### config.mk
export PLATFORM = sky130hd
export DESIGN_NAME = count_macro_sequencer
export DESIGN_NICKNAME = d
export VERILOG_FILES = /design/src/rtl/count_macro_sequencer.sv
export SDC_FILE = /design/constraint.sdc
export NUM_CORES = 1
export LEC_CHECK = 0
export ABC_AREA = 1
export CAP_MARGIN = 15
export CORE_MARGIN = 2
export CORE_UTILIZATION = 45
export CTS_CLUSTER_DIAMETER = 50
export DETAILED_ROUTE_END_ITERATION = 10
export PLACE_DENSITY_LB_ADDON = 0.25
export SKIP_CTS_REPAIR_TIMING = 1
export SYNTH_ARGS = -nofsm -noshare
export SYNTH_HDL_FRONTEND = slang
export SYNTH_SLANG_ARGS = --single-unit
### constraint.sdc
create_clock -name clk -period 3.65 [get_ports clk]
set_input_delay 0.365 -clock clk [delete_from_list [all_inputs] [get_ports clk]]
set_output_delay 0.365 -clock clk [all_outputs]
set_load 0.02 [all_outputs]
### src/rtl/count_macro_sequencer.sv
// rtl/count_macro_sequencer.sv - resets, clocks and checks the 4-bit count macro
// Drives the macro's clock and reset pins and scores each synchronised count sample.
module count_macro_sequencer #(
  parameter int DIV_W       = 8,
  parameter int NPULSE_W    = 8,
  parameter int RST_CYCLES  = 4,
  parameter int SETTLE      = 4,
  parameter int SYNC_STAGES = 2
) (
  input  logic                clk,
  input  logic                rst,
  input  logic                start,
  input  logic [DIV_W-1:0]    half_period,
  input  logic [NPULSE_W-1:0] n_pulses,
  input  logic [3:0]          count_in,
  output logic                count_clk,
  output logic                count_rst_n,
  output logic                busy,
  output logic                done,
  output logic                pass,
  output logic [7:0]          err_count,
  output logic [NPULSE_W-1:0] first_err_idx,
  output logic [3:0]          last_count
);

  typedef enum logic [2:0] {
    S_IDLE, S_MRST, S_WAIT, S_SAMPLE, S_PHI, S_PLO, S_FIN
  } state_t;

  state_t              state_q;
  logic [DIV_W-1:0]    cnt_q;
  logic [DIV_W-1:0]    hp_q;
  logic [NPULSE_W-1:0] npulse_q;
  logic [NPULSE_W-1:0] idx_q;
  logic                count_clk_q;
  logic                count_rst_n_q;
  logic                busy_q;
  logic                done_q;
  logic                pass_q;
  logic [7:0]          err_count_q;
  logic [NPULSE_W-1:0] first_err_idx_q;
  logic [3:0]          last_count_q;

  logic [3:0]          sync_q [SYNC_STAGES];
  logic [3:0]          count_sync;
  logic                mismatch;
  logic [7:0]          err_count_d;

  // count_in is asynchronous to clk; only the last synchroniser stage is ever compared
  always_ff @(posedge clk) begin
    if (rst) begin
      for (int i = 0; i < SYNC_STAGES; i++) sync_q[i] <= 4'd0;
    end else begin
      sync_q[0] <= count_in;
      for (int i = 1; i < SYNC_STAGES; i++) sync_q[i] <= sync_q[i-1];
    end
  end

  assign count_sync  = sync_q[SYNC_STAGES-1];
  assign mismatch    = (count_sync != idx_q[3:0]);
  assign err_count_d = !mismatch ? err_count_q :
                       (err_count_q == 8'hFF) ? 8'hFF : err_count_q + 8'd1;

  always_ff @(posedge clk) begin
    if (rst) begin
      state_q         <= S_IDLE;
      cnt_q           <= '0;
      hp_q            <= '0;
      npulse_q        <= '0;
      idx_q           <= '0;
      count_clk_q     <= 1'b0;
      count_rst_n_q   <= 1'b0;
      busy_q          <= 1'b0;
      done_q          <= 1'b0;
      pass_q          <= 1'b0;
      err_count_q     <= 8'd0;
      first_err_idx_q <= '0;
      last_count_q    <= 4'd0;
    end else begin
      done_q <= 1'b0;
      case (state_q)
        S_IDLE: begin
          count_clk_q <= 1'b0;
          if (start) begin
            hp_q            <= (half_period == '0) ? DIV_W'(1) : half_period;
            npulse_q        <= n_pulses;
            idx_q           <= '0;
            err_count_q     <= 8'd0;
            first_err_idx_q <= '0;
            pass_q          <= 1'b0;
            busy_q          <= 1'b1;
            count_rst_n_q   <= 1'b0;
            cnt_q           <= DIV_W'(RST_CYCLES - 1);
            state_q         <= S_MRST;
          end
        end
        S_MRST: begin
          if (cnt_q == '0) begin
            count_rst_n_q <= 1'b1;
            cnt_q         <= DIV_W'(SETTLE - 1);
            state_q       <= S_WAIT;
          end else begin
            cnt_q <= cnt_q - 1'b1;
          end
        end
        S_WAIT: begin
          if (cnt_q == '0) state_q <= S_SAMPLE;
          else             cnt_q   <= cnt_q - 1'b1;
        end
        S_SAMPLE: begin
          last_count_q <= count_sync;
          err_count_q  <= err_count_d;
          if (mismatch && (err_count_q == 8'd0)) first_err_idx_q <= idx_q;
          if (idx_q == npulse_q) begin
            // pass is settled here so it is already valid while done is high
            done_q  <= 1'b1;
            busy_q  <= 1'b0;
            pass_q  <= (err_count_d == 8'd0);
            state_q <= S_FIN;
          end else begin
            idx_q       <= idx_q + 1'b1;
            count_clk_q <= 1'b1;
            cnt_q       <= hp_q - 1'b1;
            state_q     <= S_PHI;
          end
        end
        S_PHI: begin
          if (cnt_q == '0) begin
            count_clk_q <= 1'b0;
            cnt_q       <= hp_q - 1'b1;
            state_q     <= S_PLO;
          end else begin
            cnt_q <= cnt_q - 1'b1;
          end
        end
        S_PLO: begin
          if (cnt_q == '0) begin
            cnt_q   <= DIV_W'(SETTLE - 1);
            state_q <= S_WAIT;
          end else begin
            cnt_q <= cnt_q - 1'b1;
          end
        end
        S_FIN:   state_q <= S_IDLE;
        default: state_q <= S_IDLE;
      endcase
    end
  end

  assign count_clk     = count_clk_q;
  assign count_rst_n   = count_rst_n_q;
  assign busy          = busy_q;
  assign done          = done_q;
  assign pass          = pass_q;
  assign err_count     = err_count_q;
  assign first_err_idx = first_err_idx_q;
  assign last_count    = last_count_q;

endmodule
==> impl_results.md <==
* Status: complete, no violations
* Die Ht at 93.19 µm
* DRT Pass-1 Iters at 5
* Total wire length at 8787 µm
* FMAX at 457.6 MHz
* GRT met2 Usage at 33.51%
* GRT met3 Usage at 3.948%
* Critical Path Sink Type: flop
* Post-synth cell types at 36
* H-Tree Level Count at 3
* Worst Tran Pin Value at 0.6476 ns
* Clk sinks at 68
* Post-route ant nets at 0
* CTS root buffer: clkbuf_8
* Tcrit/Tclk final at 59.87%
* Final Slew Violations at 0
* Buffers plus inverters on the worst setup path at 3
* Worst VDD drop at around 0.35 mV
* PD cells at a little under 600 nW/µm²
* Worst slew margin at 56.78%
* Gr usage total at 21.47%
* Syn_nets at 549
* Total Neg Setup Slack at 0 ns
* Syn. warnings at 0
* Final non-filler cell total at 672
* FILL cells at roughly 770
* First-pass GRT wire length at ~15000 µm
* Unrepaired setup endpoints after global routing: no
* Critical path type: flop to flop
* I/O pin cnt at 48
* Post-synth EDFFs at 0
* DR vias at 3458
* Tmin final at 2.185 ns
* CP arrival at 2.46 ns
* Clock Path Buffers at 2
* Area grow syn2layout at 19.12%
* Critical path depth at 11
* Largest net degree at the start of global routing at 40
* Grt total ovfl at 0
* Final net count at 593
* Slowest Stage Delay on Critical Path at 0.36 ns
* Wire per inst at 13.08 µm
* Row count at 32
* Hold Path Class: flop to flop
* Final setup viols at 0
* Met1 Use GR at 29.89%
* Worst-skew pair later-pin latency at 0.35 ns
* Final GP Congestion at between 0.8 and 0.9
* Cells after Synth at 521
* DR iter-0 viols at 201
* Starting Density at 46.32%
* Clk_skew at approximately 0.010 ns
* DIE AREA at 8684 µm²
* Core Region at between 7000 and 8000 µm²
* Sequential-to-total area share from yosys stat at a little under two fifths
* Primary FF master, synth: dfxtp_1
* Maximum fanout along the worst path at 30
* Synth Area per Inst at a little under 7 µm²
* Die Wd at 93.19 µm
* Inst Count DP at 656
* Antenna diodes at 0
* Delay-heaviest family, CP: simple AND/OR/NAND/NOR gates
* R2R cell count at 11
* DP HPWL at 6380 µm
* Place WS at 1.374 ns
* Initial antenna violation count at 0
* Fraction of layout cells with a size suffix above 1 at roughly 8.8%
* Utilization after layout at between 50 and 60%
* Crit-path cells: nor2_1 -> inv_1 -> nor2_2 -> inv_2 -> nor2_4 -> inv_2 -> nand2_1 -> nand2_2 -> nor2_1 -> nand2_1 -> a21oi_1
* Hold Crit Depth at 2
* CP required at 3.92 ns
* Gr busiest metal: met2
* Slowest stage cell, crit path: nand2_1
* Vias/cell at roughly 5
* Clk slew on worst S/H paths at around 0.080 ns
* DRC violations left at 0
* Async SR Flop Fraction at 0%
* Synth Register Bits at between 60 and 70
* Max-Cap Viols at 0
* Vias in the first global route at 3278
* Crit path launch type: flop
* Leakage at ~1.7 nW
* Inserted Clock Buffers at 9
* CTS tree: done
* Final Hold Vio Count at 0
* Final Worst Setup Slack at ~1.5 ns
* Cell Area, Synth at 3580 µm²
* # port buffers at 47
-- final timing paths --
kind | start | end | slack (ns)
hold reg to reg | sync_q[0][3] | sync_q[0][7] | 0.40
hold / removal | sync_q[0][3] | sync_q[0][7] | 0.40
setup / recovery | state_q[0] | idx_q[4] | 1.46
setup reg to reg | state_q[0] | idx_q[4] | 1.46
-- cells by family after synthesis --
kind of cell | count (synthesis) | share of synthesized area (%)
AOI/OAI and AO/OA | 100 | 14.96
xor gates and xnor gates | 16 | 3.915
adders and majority gates | 5 | 1.748
buffers and inverters | 86 | 9.822
DFF | 68 | 38.03
and+or+nand+nor | 246 | 31.53
-- worst register-to-register path, stage by stage (launching register included) --
cell     delay (ns)
dfxtp_1        0.35
nor2_1         0.17
inv_1          0.08
nor2_2         0.14
inv_2          0.06
nor2_4         0.18
inv_2          0.22
nand2_1        0.36
nand2_2        0.16
nor2_1         0.16
nand2_1        0.08
a21oi_1        0.16
-- power breakdown --
part	switching, mW	total, mW	internal, mW
sequential	0.0975	0.955	0.858
clock	0.291	0.534	0.244
combinational	0.678	1.05	0.373
-- per-stage QoR --
stage	hold WS (ns)	area, µm²	total power [mW]
2_1_floorplan	0.3883	3580	1.780
3_3_place_gp	0.3928	4104	1.989
3_5_place_dp	0.3920	4104	2.009
4_1_cts	0.4027	4264	2.539
5_1_grt	0.4228	4264	2.741
6_report	0.4027	4264	2.541
-- layer usage --
| layer | part of all wire (%) | routed length (µm) |
|---|---|---|
| met1 | 50 | 4357 |
| met2 | 44 | 3849 |
| met3 | 5.3 | 466 |
| met4 | 1.3 | 114 |
| met5 | 0 | 0 |
-- final cells by class --
class | instances | area (µm²) | area share (%)
clock buffer | 11 | 131.4 | 3.081
clock inverter | 5 | 28.78 | 0.6749
inverter | 70 | 262.8 | 6.162
multi-input combinational | 367 | 1867 | 43.78
sequential | 68 | 1361 | 31.92
tap | 102 | 127.6 | 2.993
timing repair buffer | 49 | 485.5 | 11.38
-- cells in the final DEF, fill, tap and decap left out, types with 3 or more instances in the layout --
cell type        synthesis  final
xnor2_1                  3      3
clkdlybuf4s50_1          0     47
o22ai_1                  8      8
o21ai_0                 31     31
xor2_1                  13     13
nor3_1                  10     10
inv_2                    9      9
nor2_2                   5      5
nand2_1                120    120
clkbuf_8                 0      9
nand4_1                  9      9
clkinv_2                 0      4
nand3_1                 31     31
ha_1                     5      5
nor2_4                   4      4
inv_1                   60     60
a21oi_1                 53     53
nand2_2                  8      8
dfxtp_1                 68     68
nor2_1                  48     48
-- sequential cells by signal, indices dropped and copies added, names as in the netlist, 3 cells and up --
signal,count
cnt_q,8
err_count,8
first_err_idx,8
hp_q,8
idx_q,8
npulse_q,8
sync_q,8
last_count,4
state_q,3
-- synthesized netlist by cell type, types with 8 or more instances --
library cell	number	area [µm²]
o22ai_1	8	50.05
nor3_1	10	50.05
inv_1	60	225.2
o21ai_0	31	155.2
nand4_1	9	56.30
inv_2	9	33.78
nand2_1	120	450.4
dfxtp_1	68	1361
nor2_1	48	180.2
a21oi_1	53	265.3
nand3_1	31	155.2
nand2_2	8	50.05
xor2_1	13	113.9
clkbuf_1	10	37.54
Power figures use the tool's default switching activity.
